==> src/rtl/booth_mul_arbiter_if.sv <==
// Requester/response bundle between client blocks and booth_mul_arbiter.
// The slave modport is the arbiter side; master is the client side.
interface booth_mul_arbiter_if #(
  parameter int unsigned N   = 4,
  parameter int unsigned W   = 10,
  parameter int unsigned IDW = (N > 1) ? $clog2(N) : 1
);
  logic [N-1:0]   req_valid;
  logic [N-1:0]   req_ready;
  logic [N*W-1:0] req_a;
  logic [N*W-1:0] req_b;
  logic           rsp_valid;
  logic           rsp_ready;
  logic [IDW-1:0] rsp_id;
  logic [2*W-1:0] rsp_p;

  modport slave (
    input  req_valid, req_a, req_b, rsp_ready,
    output req_ready, rsp_valid, rsp_id, rsp_p
  );

  modport master (
    output req_valid, req_a, req_b, rsp_ready,
    input  req_ready, rsp_valid, rsp_id, rsp_p
  );
endinterface

==> src/rtl/booth_mul_arbiter.sv <==
// Round-robin sequencer sharing one Booth multiplier among N requesters.
// One operation in flight; product returned tagged with the requester ID.
module booth_mul_arbiter #(
  parameter int unsigned N       = 4,
  parameter int unsigned W       = 10,
  parameter int unsigned MUL_LAT = 0,
  parameter int unsigned IDW     = (N > 1) ? $clog2(N) : 1
) (
  input  logic                 clk,
  input  logic                 rst_n,
  booth_mul_arbiter_if.slave   bus,
  output logic [W-1:0]         o_mul_a,
  output logic [W-1:0]         o_mul_b,
  input  logic [2*W-1:0]       i_mul_p,
  output logic                 o_busy,
  output logic [15:0]          o_op_count
);

  localparam int unsigned CW = (MUL_LAT > 0) ? $clog2(MUL_LAT + 1) : 1;

  typedef enum logic [1:0] {IDLE, CALC, RESP} state_t;

  state_t         r_state, w_state_nxt;
  logic [IDW-1:0] r_ptr, w_ptr_nxt;
  logic [CW-1:0]  r_cnt, w_cnt_nxt;
  logic [W-1:0]   r_mul_a, w_mul_a_nxt;
  logic [W-1:0]   r_mul_b, w_mul_b_nxt;
  logic [IDW-1:0] r_rsp_id, w_rsp_id_nxt;
  logic [2*W-1:0] r_rsp_p, w_rsp_p_nxt;
  logic [15:0]    r_op_count, w_op_count_nxt;
  logic           r_rsp_valid, r_busy;
  logic [N-1:0]   w_req_ready_c;
  logic           w_found;
  logic [IDW-1:0] w_gnt;
  logic [IDW-1:0] w_idx;
  logic [W-1:0]   w_req_a [N];
  logic [W-1:0]   w_req_b [N];

  for (genvar gi = 0; gi < N; gi++) begin : g_unpack
    assign w_req_a[gi] = bus.req_a[gi*W +: W];
    assign w_req_b[gi] = bus.req_b[gi*W +: W];
  end

  // First valid requester scanning from r_ptr with wrap-around.
  always_comb begin
    w_found = 1'b0;
    w_gnt   = '0;
    w_idx   = '0;
    for (int unsigned k = 0; k < N; k++) begin
      w_idx = IDW'((32'(r_ptr) + k) % N);
      if (!w_found && bus.req_valid[w_idx]) begin
        w_found = 1'b1;
        w_gnt   = w_idx;
      end
    end
  end

  always_comb begin
    w_state_nxt    = r_state;
    w_ptr_nxt      = r_ptr;
    w_cnt_nxt      = r_cnt;
    w_mul_a_nxt    = r_mul_a;
    w_mul_b_nxt    = r_mul_b;
    w_rsp_id_nxt   = r_rsp_id;
    w_rsp_p_nxt    = r_rsp_p;
    w_op_count_nxt = r_op_count;
    w_req_ready_c  = '0;
    case (r_state)
      IDLE: begin
        if (w_found) begin
          w_req_ready_c[w_gnt] = 1'b1;
          w_mul_a_nxt  = w_req_a[w_gnt];
          w_mul_b_nxt  = w_req_b[w_gnt];
          w_rsp_id_nxt = w_gnt;
          w_ptr_nxt    = IDW'((32'(w_gnt) + 32'd1) % N);
          w_cnt_nxt    = CW'(MUL_LAT);
          w_state_nxt  = CALC;
        end
      end
      CALC: begin
        if (r_cnt == '0) begin
          w_rsp_p_nxt = i_mul_p;
          w_state_nxt = RESP;
        end else begin
          w_cnt_nxt = r_cnt - CW'(1);
        end
      end
      RESP: begin
        if (bus.rsp_ready) begin
          w_op_count_nxt = r_op_count + 16'd1;
          w_state_nxt    = IDLE;
        end
      end
      default: w_state_nxt = IDLE;
    endcase
  end

  // rsp_valid and busy are registered copies of the next-state decode.
  always_ff @(posedge clk or negedge rst_n) begin
    if (!rst_n) begin
      r_state     <= IDLE;
      r_ptr       <= '0;
      r_cnt       <= '0;
      r_mul_a     <= '0;
      r_mul_b     <= '0;
      r_rsp_id    <= '0;
      r_rsp_p     <= '0;
      r_op_count  <= '0;
      r_rsp_valid <= 1'b0;
      r_busy      <= 1'b0;
    end else begin
      r_state     <= w_state_nxt;
      r_ptr       <= w_ptr_nxt;
      r_cnt       <= w_cnt_nxt;
      r_mul_a     <= w_mul_a_nxt;
      r_mul_b     <= w_mul_b_nxt;
      r_rsp_id    <= w_rsp_id_nxt;
      r_rsp_p     <= w_rsp_p_nxt;
      r_op_count  <= w_op_count_nxt;
      r_rsp_valid <= (w_state_nxt == RESP);
      r_busy      <= (w_state_nxt != IDLE);
    end
  end

  assign bus.req_ready = w_req_ready_c;
  assign bus.rsp_valid = r_rsp_valid;
  assign bus.rsp_id    = r_rsp_id;
  assign bus.rsp_p     = r_rsp_p;
  assign o_mul_a       = r_mul_a;
  assign o_mul_b       = r_mul_b;
  assign o_busy        = r_busy;
  assign o_op_count    = r_op_count;

endmodule
==> src/flat_wrapper.sv <==
// flat-port wrapper written by rule: the top's interface ports become plain ports
module booth_mul_arbiter_flat 
#(
  parameter int unsigned N       = 4,
  parameter int unsigned W       = 10,
  parameter int unsigned MUL_LAT = 0,
  parameter int unsigned IDW     = (N > 1) ? $clog2(N) : 1
)
  (clk, rst_n, o_mul_a, o_mul_b, i_mul_p, o_busy, o_op_count, bus_req_valid, bus_req_a, bus_req_b, bus_rsp_ready, bus_req_ready, bus_rsp_valid, bus_rsp_id, bus_rsp_p);
  booth_mul_arbiter_if #(.N(N), .W(W), .IDW(IDW)) bus_i ();
  input  logic clk;
  input  logic rst_n;
  output logic [W-1:0] o_mul_a;
  output logic [W-1:0] o_mul_b;
  input  logic [2*W-1:0] i_mul_p;
  output logic o_busy;
  output logic [15:0] o_op_count;
  input wire logic [$bits(bus_i.req_valid)-1:0] bus_req_valid;
  input wire logic [$bits(bus_i.req_a)-1:0] bus_req_a;
  input wire logic [$bits(bus_i.req_b)-1:0] bus_req_b;
  input wire logic [$bits(bus_i.rsp_ready)-1:0] bus_rsp_ready;
  output wire logic [$bits(bus_i.req_ready)-1:0] bus_req_ready;
  output wire logic [$bits(bus_i.rsp_valid)-1:0] bus_rsp_valid;
  output wire logic [$bits(bus_i.rsp_id)-1:0] bus_rsp_id;
  output wire logic [$bits(bus_i.rsp_p)-1:0] bus_rsp_p;
  assign bus_i.req_valid = bus_req_valid;
  assign bus_i.req_a = bus_req_a;
  assign bus_i.req_b = bus_req_b;
  assign bus_i.rsp_ready = bus_rsp_ready;
  assign bus_req_ready = bus_i.req_ready;
  assign bus_rsp_valid = bus_i.rsp_valid;
  assign bus_rsp_id = bus_i.rsp_id;
  assign bus_rsp_p = bus_i.rsp_p;
  booth_mul_arbiter #(.N(N), .W(W), .MUL_LAT(MUL_LAT), .IDW(IDW)) u_core (.clk(clk), .rst_n(rst_n), .bus(bus_i), .o_mul_a(o_mul_a), .o_mul_b(o_mul_b), .i_mul_p(i_mul_p), .o_busy(o_busy), .o_op_count(o_op_count));
endmodule
==> config.mk <==
export PLATFORM = sky130hd
export DESIGN_NAME = booth_mul_arbiter_flat
export DESIGN_NICKNAME = d
export VERILOG_FILES = /design/src/rtl/booth_mul_arbiter_if.sv /design/src/rtl/booth_mul_arbiter.sv /design/src/flat_wrapper.sv
export SDC_FILE = /design/constraint.sdc
export NUM_CORES = 1
export LEC_CHECK = 0
export CAP_MARGIN = 20
export CORE_ASPECT_RATIO = 0.5
export CORE_MARGIN = 5
export CORE_UTILIZATION = 44
export DETAILED_ROUTE_END_ITERATION = 8
export PLACE_DENSITY = 0.86
export SLEW_MARGIN = 20
export SYNTH_ARGS = -nofsm -noshare
export SYNTH_HDL_FRONTEND = slang
export SYNTH_SLANG_ARGS = --single-unit
==> constraint.sdc <==
create_clock -name clk -period 4.1 [get_ports clk]
set_input_delay 0.82 -clock clk [delete_from_list [all_inputs] [get_ports clk]]
set_output_delay 0.82 -clock clk [all_outputs]
set_load 0.02 [all_outputs]
Yosys cells after proc, flatten, opt, wreduce, memory -nomap -nowiden
Index checks and enable logic that the tools add are counted.

word-level totals
  input port bits = 107
  logic and storage cells = 76
  output and inout port bits = 64
  register bits = 65

operators by class
  reduce and logical (&&, ||, !) cells = 14
  add/sub/neg operators = 6
  order comparisons = 7
  muxes and demuxes = 33
  equal/unequal tests = 4
  bitwise gates (word level) = 2

operator list
  kind                     number
  $bmux W10 S2             2
  $mux W10                 4
  $add A16 B1 Y16 const B  1
  $lt A2 B3 Y1 const B     5
  $mux W2                  7
  $mux W1                  11
  $bmux W1 S2              4
  $mux W4                  2
  $reduce_and A2 Y1        4
  $pmux W2 S3              1
  $add A2 B1 Y2 const B    2
  $add A2 B2 Y2 const B    2
  $eq A2 B2 Y1 const B     2
  $logic_and A1 B1 Y1      4
  $reduce_bool A2 Y1       2
  $ge A3 B3 Y1 const B     1
  $logic_not A1 Y1         3
  $not A2 Y3               1
  $demux W1 S2             1
  $eq A2 B1 Y1 const B     1
  $ge A2 B1 Y1 const B     1
  $logic_not A2 Y1         1
  $ne A2 B1 Y1 const B     1
  $pmux W1 S2              1
  other kinds (2)          2

Longest topological paths before layout
Gate-level depths: netlist (run 1).

  word-level depth = 18
  mapped depth = 7
  mapped depth without buffers = 6

Least setup slack after synthesis (run 1)
Ideal clock, no wire load.

  path kind = in2out
  start point = input port bus_req_valid[0]
  end point = output port bus_req_ready[3]
  stages on the path = 6
  path slack = 1239 ps
  buffers on the path = 1
  arrival = 2041 ps
  data required time = 3280 ps
  cell sequence = or3b_2 o221ai_4 buf_8 inv_2 ha_1 and2_1

on the way
  longest elaborated chain between the ends = 18
  elaborated cells between the ends (all ways) = 29
  classes of those cells = order compare: 2; mux: 20; reduce/logical: 7

ends and longest elaborated chain
  element                                                                    line                     RTL
  start, declared                                                            flat_wrapper.sv:18       input wire logic [$bits(bus_i.req_valid)-1:0] bus_req_valid;
  $bmux W1 S2                                                                booth_mul_arbiter.sv:51  if (!w_found && bus.req_valid[w_idx]) begin
  $mux W1 (not written as such)                                              booth_mul_arbiter.sv:51
  $mux W1                                                                    booth_mul_arbiter.sv:51
  $logic_not A1 Y1                                                           booth_mul_arbiter.sv:51
  $logic_and A1 B1 Y1                                                        booth_mul_arbiter.sv:51
  $mux W1                                                                    booth_mul_arbiter.sv:51
  $logic_not A1 Y1                                                           booth_mul_arbiter.sv:51
  $logic_and A1 B1 Y1                                                        booth_mul_arbiter.sv:51
  (+3 left out)                                                              --
  $mux W2 (*)                                                                booth_mul_arbiter.sv:51
  via u_core.w_gnt[0]                                                        booth_mul_arbiter.sv:34  logic [IDW-1:0] w_gnt;
  $lt A2 B3 Y1 (not written as such) / $ge A2 B1 Y1 (equally long branches)  booth_mul_arbiter.sv:71  w_req_ready_c[w_gnt] = 1'b1;
  $logic_and A1 B1 Y1 (not written as such)                                  booth_mul_arbiter.sv:71
  $mux W1 (not written as such)                                              booth_mul_arbiter.sv:71
  $demux W1 S2 (*)                                                           --
  $mux W4 (*)                                                                booth_mul_arbiter.sv:70  if (w_found) begin
  $mux W4 (*)                                                                booth_mul_arbiter.sv:68  case (r_state)
  end, declared                                                              flat_wrapper.sv:22       output wire logic [$bits(bus_i.req_ready)-1:0] bus_req_ready;

The timed path passes the listed nets; every way through them passes the cells marked *. The select of a mux whose other input is x is not followed.

Worst setup path in the final report (run 1)
  start point = input port bus_req_valid[0]
  end point = output port bus_req_ready[0]

on the way
  longest elaborated chain between the ends = 18
  elaborated cells between the ends (all ways) = 29
  classes of those cells = order compare: 2; mux: 20; reduce/logical: 7

ends and longest elaborated chain
  element                                                                    line
  $bmux W1 S2                                                                booth_mul_arbiter.sv:51
  $mux W1 (not written as such)                                              booth_mul_arbiter.sv:51
  $mux W1                                                                    booth_mul_arbiter.sv:51
  $logic_not A1 Y1                                                           booth_mul_arbiter.sv:51
  $logic_and A1 B1 Y1                                                        booth_mul_arbiter.sv:51
  $mux W1                                                                    booth_mul_arbiter.sv:51
  $logic_not A1 Y1                                                           booth_mul_arbiter.sv:51
  $logic_and A1 B1 Y1                                                        booth_mul_arbiter.sv:51
  (+2 left out)                                                              --
  $logic_and A1 B1 Y1                                                        booth_mul_arbiter.sv:51
  $mux W2                                                                    booth_mul_arbiter.sv:51
  $lt A2 B3 Y1 (not written as such) / $ge A2 B1 Y1 (equally long branches)  booth_mul_arbiter.sv:71
  $logic_and A1 B1 Y1 (not written as such)                                  booth_mul_arbiter.sv:71
  $mux W1 (not written as such)                                              booth_mul_arbiter.sv:71
  $demux W1 S2                                                               --
  $mux W4 (*)                                                                booth_mul_arbiter.sv:70
  $mux W4 (*)                                                                booth_mul_arbiter.sv:68

Mark *: on every way between the ends. The rest lies on a longest branch, timed or not. The select of a mux whose other input is x is not followed.

==> results of run 1 <==
## through the flow
| step | hold WS (ns) | cells | utilization |
|---|---|---|---|
| after detailed placement | 0.470 | 536 | 0.688 |
| final | 0.476 | 552 | 0.729 |
| after global routing | 0.512 | 552 | 0.729 |
| after global placement | 0.462 | 536 | 0.688 |
| after CTS | 0.483 | 552 | 0.729 |
| after floorplan | 0.524 | 281 | - |
## synth_stat cells (all sizes together)
library cell and count:
dfrtp 64, nor3 41, mux2i 40, mux2 21, a211o 20, nand2 16
buf 15, xnor2 13, ha 5, inv 5, nand3 5, and2 4
nand2b 4, and3 3, nor2 3, o21ai 3, a21oi 2, clkbuf 2
nand4 2, xor2 2, a21boi 1, a21o 1, a22o 1, a22oi 1
and3b 1, nand3b 1, nor2b 1, nor4 1, o221ai 1, o22a 1
or3b 1
## worst paths after layout
| path | startpoint | slack, ns | to | cells after the start |
|---|---|---|---|---|
| worst min register to register | u_core.bus.rsp_id[1] | 0.48 | u_core.bus.rsp_id[1] | 2 |
| min in group asynchronous | rst_n | 0.62 | u_core.bus.rsp_p[14] | 1 |
| worst min-delay path | u_core.bus.rsp_id[1] | 0.48 | u_core.bus.rsp_id[1] | 2 |
| worst max register to register | u_core.r_ptr[1] | 1.67 | u_core.o_mul_b[2] | 6 |
| max in group asynchronous | rst_n | 2.62 | u_core.o_mul_a[3] | 2 |
| worst max-delay path | bus_req_valid[0] | 0.37 | bus_req_ready[0] | 6 |
## worst max-delay path, cell delays in order
cell,delay (ns)
clkdlybuf4s50_1,0.54
or3b_2,0.49
o221ai_4,0.11
ha_1,0.18
and2_1,0.13
clkdlybuf4s50_1,0.62
## layout make-up
type / count / area share
multi-input cells: 195 / 0.299
clock inverters: 7 / 0.0135
clock buffers: 9 / 0.0417
inverters: 5 / 0.00348
repair buffers: 176 / 0.323
flip-flops and latches: 64 / 0.297
well taps: 96 / 0.0223
## state kept, by name (all words and copies together), names as in the netlist
signal and count:
u_core.o_mul_b 10, u_core.o_op_count 16, u_core.r_state 2, u_core.bus.rsp_id 2, u_core.o_busy 1, u_core.bus.rsp_p 20
u_core.o_mul_a 10, u_core.r_ptr 2, u_core.bus.rsp_valid 1
## power by group through the flow
| stage | sequential (mW) | combinational [mW] | clock [mW] |
|---|---|---|---|
| floorplan | 1.34 | 0.944 | 0 |
| global placement | 1.05 | 1.94 | 0 |
| detailed placement | 1.06 | 1.96 | 0 |
| CTS | 1.06 | 1.97 | 0.758 |
| global route | 1.10 | 2.08 | 0.791 |
| finish | 1.06 | 1.94 | 0.745 |
## cells by family after synthesis
group / Yosys count / share of synthesized area
AO/OA/AOI/OAI: 31 / 0.0792
XOR/XNOR: 15 / 0.0388
adder cells (fa/ha/maj): 5 / 0.0185
buffers and inverters: 22 / 0.0496
flip-flops: 64 / 0.474
multiplexers: 61 / 0.189
AND/OR/NAND/NOR: 83 / 0.151
## per-layer routing
layer,wire [microns],vias up,track usage,share of wire
met5,0,-,0,0
met4,191,0,0.0707,0.020
met3,551,15,0.0561,0.059
met2,4980,74,0.361,0.53
met1,3620,1352,0.217,0.39
li1,-,1355,-,-
==> flow_summary.yaml, run 1 <==
detailed_routing:
  postRouteAntennaNets: 0
  drtPass1Iterations: 4
  first_iter_violations: 116
  routed_wl_mm: 9.34
  route.detailed.drc: 0
  via_count: 2796
  routedWlPerCell_microns: 16.9
  via_per_inst: 5.07
synth:
  ys_seq_area_frac: 0.474
  yosys-top-cells-area: "dfrtp_1 47%, mux2i_1 12%, mux2_2 6.7%"
  yosys_warnings: 0
  synth-seq-cells: 64
  netlist_area_sq_mm: 0.00338
  syn_nets: 393
  yosysTopAreaCell: "dfrtp_1"
  syn_area_per_cell_sq_um: 12.0
  synth_cells: 281
  ys_types: 38
  synth_top_area_share: 0.474
timing:
  slew_headroom: 0.322
  timing.final.ws_setup_ns: 0.373
  slew_violations: 0
  setup_viol_count_final: 0
  period_share: 0.909
  tightest_slew_ns: 1.02
  fmax_mhz: 268
  fin_crit_ns: 3.73
  skew_ns: 0.00707
  finalSetupTns_ns: 0
  rsz0062_at_grt: "no"
  hold_viol_final: 0
finish:
  num_antenna_cells: 0
  stdcell_area_sq_mm: 0.00540
  layout_common_cells: "169 x clkdlybuf4s50_1, 64 x dfrtp_1, 40 x mux2i_1"
  nets: 563
  nFillCells: 555
  drive_gt1_frac: 0.149
  layout.area.seq_sq_mm: 0.00160
  area_growth_pct: 59.5
  multi_input_area_sq_mm: 0.00162
  final_common_cell: "clkdlybuf4s50_1"
global_route:
  track_usage: 0.195
  grt_pass1_vias: 2964
  grt.overflow.total: 0
  antenna_found_initial: 0
  grt_max_degree: 67
  grt_pass1_wl_mm: 14.9
clock_tree:
  cts-root-buf: "clkbuf_16"
  cts_resized: 0
  tritoncts: "built"
  cts.clk_slew.worst_paths_ns: 0.05
  post-cts-setup-buffer-count: 0
  cts.sinks: 64
  cts_max_level: 3
  hold_buffers: 0
  clk_latency_ns: 0.33
  ctsLongestPathBuffers: 2
  cts-buffers-inserted: 9
place:
  dp_hpwl_mm: 7.05
  place.gp.congestion: 0.799
  place_area_sq_mm: 0.00510
  dp_slack_ns: 0.361
  portBuffers: 170
hold_path:
  min-delay-path-class: "reg -> reg"
die:
  die_area_sq_mm: 0.00965
  coreArea_sq_mm: 0.00740
  die_h_microns: 72.0
  fp-row-count: 22
  initial_utilization: 0.457
  fp.dieW_microns: 134
  pin_count: 171
setup_path:
  critical_path_peak_fanout: 5
  cp-end-kind: "primary output"
  cp_data_required_time_ns: 3.28
  cp-start-kind: "primary input"
  critPathKind: "in -> out"
  crit_arrival_ns: 2.91
power_and_ir_drop:
  powerDensity_mw_per_mm2: 694
  combinationalPowerShare: 0.519
  finalPower_mw: 3.75
  p_int_mw: 2.33
  pwr-share-clk: 0.199
  power_switching_mw: 1.42
  power_leakage_nw: 2.38
  pwr-share-seq: 0.282
  swShare: 0.378
  ir_worst_vdd_v: 0.000478
run_status:
  outcome: "completed"
flow_run:
  maxCapViolations: 0
Note: power is estimated with default switching activity, not from simulation.
==> run 2, diff against run 1 <==
Clock period 4.1 ns to 4.5 ns, I/O delays scaled along.
==> run 2 against run 1 <==
Against the previous run: design area is 0.30% lower; clock skew is 0.00062 ns lower; clock power is 9.1% lower; utilization is 0.22 points lower; non-clock buffer count is 1 lower; via count is 1.2% higher; sequential power is 9% lower; routed wire length is 2.0% higher; first-iteration DRC count is 17% lower; die area stayed put; critical path type unchanged; critical endpoint unchanged; highest routed layer unchanged.
==> flow_summary.yaml, run 2 (synthesis gave the netlist of run 1 again) <==
setup_path:
  cpMostUsedCell: "clkdlybuf4s50_1"
  critPathBufInv: 2
  reg2reg_setup_slack_ns: 2.03
  path_cells: "clkdlybuf4s50_1, or3b_2, o221ai_4, ha_1, and2_1, clkdlybuf4s50_1"
  crit_slowest_cell: "clkdlybuf4s50_1"
  path_delay_family: "buffers and inverters"
  crit_arrival_ns: 3.02
  cp-end-kind: "primary output"
  r2r_cells: 6
  worstReg2RegEnd: "u_core.o_mul_b[2]"
  critical_path_peak_fanout: 5
  cp_data_required_time_ns: 3.60
  max_stage_delay_ns: 0.63
  critPathKind: "in -> out"
  cp-start-kind: "primary input"
  r2r_start: "u_core.r_ptr[1]"
clock_tree:
  ctsLongestPathBuffers: 2
  cts_max_level: 3
  cts.sinks: 64
  cts-buffers-inserted: 9
  cts-root-buf: "clkbuf_16"
  cts.clk_slew.worst_paths_ns: 0.05
  tritoncts: "built"
  hold_buffers: 0
  post-cts-setup-buffer-count: 0
  clk_latency_ns: 0.33
  cts_resized: 0
place:
  dp_hpwl_mm: 7.07
  place.gp.congestion: 0.840
  dp_slack_ns: 0.596
  place_area_sq_mm: 0.00509
  portBuffers: 170
global_route:
  grt_pass1_wl_mm: 15.1
  grt_pass1_vias: 2872
  grt.overflow.total: 0
  antenna_found_initial: 0
  grt_max_degree: 67
  track_usage: 0.201
die:
  fp.dieW_microns: 134
  fp-row-count: 22
  coreArea_sq_mm: 0.00740
  initial_utilization: 0.457
  die_h_microns: 72.0
  die_area_sq_mm: 0.00965
  pin_count: 171
detailed_routing:
  routedWlPerCell_microns: 17.3
  routed_wl_mm: 9.53
  first_iter_violations: 96
  postRouteAntennaNets: 0
  via_count: 2829
  via_per_inst: 5.14
  drtPass1Iterations: 4
  route.detailed.drc: 0
timing:
  fmax_mhz: 255
  tightest_slew_ns: 0.969
  slew_headroom: 0.354
  hold_viol_final: 0
  skew_ns: 0.00645
  period_share: 0.872
  timing.final.ws_setup_ns: 0.577
  setup_viol_count_final: 0
  slew_violations: 0
  fin_crit_ns: 3.92
  finalSetupTns_ns: 0
  rsz0062_at_grt: "no"
hold_path:
  worstHoldStart: "u_core.o_op_count[15]"
  min-delay-path-class: "reg -> reg"
  hold_depth: 1
  holdPathEnd: "u_core.o_op_count[15]"
power_and_ir_drop:
  finalPower_mw: 3.41
  powerDensity_mw_per_mm2: 634
  ir_worst_vdd_v: 0.000405
  power_leakage_nw: 2.37
finish:
  layout_common_cells: "169 x clkdlybuf4s50_1, 64 x dfrtp_1, 40 x mux2i_1"
  num_antenna_cells: 0
  final_common_cell: "clkdlybuf4s50_1"
  stdcell_area_sq_mm: 0.00538
  drive_gt1_frac: 0.141
  nets: 562
  area_growth_pct: 59.0
  largest_reg_flops: 20
  fin_util: 0.726
run_status:
  outcome: "completed"
flow_run:
  maxCapViolations: 0
==> run 2: changes by cell type in the layout (fill, tap and decap cells not counted) <==
| cell | previous run | this run |
|---|---|---|
| clkbuf_8 | 0 | 1 |
| buf_4 | 6 | 5 |
| clkinv_2 | 2 | 1 |
| clkbuf_1 | 0 | 2 |
| clkinvlp_4 | 2 | 1 |
| clkinv_4 | 2 | 0 |
==> run 2: worst max path at each step <==
stage / start / to / slack (ns) / cells after the start
final: bus_req_valid[0] / bus_req_ready[0] / 0.58 / 6
after global routing: bus_req_valid[0] / bus_req_ready[0] / 0.53 / 6
after CTS: bus_req_valid[0] / bus_req_ready[0] / 0.58 / 6
after detailed placement: bus_req_valid[0] / bus_req_ready[0] / 0.60 / 6
after global placement: bus_req_valid[0] / bus_req_ready[3] / 0.66 / 7
after floorplan: bus_req_valid[0] / bus_req_ready[3] / 1.48 / 6
==> run 2: metal layers <==
layer	part of all wire	wire length [microns]	up-vias	GRT usage
met2	0.52	4920	83	0.349
met1	0.40	3790	1365	0.232
met3	0.055	524	22	0.0672
li1	-	-	1359	-
met4	0.030	287	0	0.0821
met5	0	0	-	0
==> run 2: area by class of cell <==
class,instances,area (sq um)
Sequential cell,64,1600
Inverter,5,18.8
Tap cell,96,120
Clock inverter,3,42.5
Multi-Input combinational cell,195,1620
Clock buffer,12,246
Timing Repair Buffer,175,1730
Fill cell,534,2030
==> run 2: where the power goes <==
part	switching [mW]	internal, mW
clock network	0.238	0.439
logic	0.900	0.874
registers	0.144	0.816
==> run 2: metrics by stage <==
stage | instances | hold WS, ns
after floorplan | 281 | 0.547
after global placement | 535 | 0.463
after detailed placement | 535 | 0.471
after CTS | 550 | 0.478
after global routing | 550 | 0.506
final | 550 | 0.474
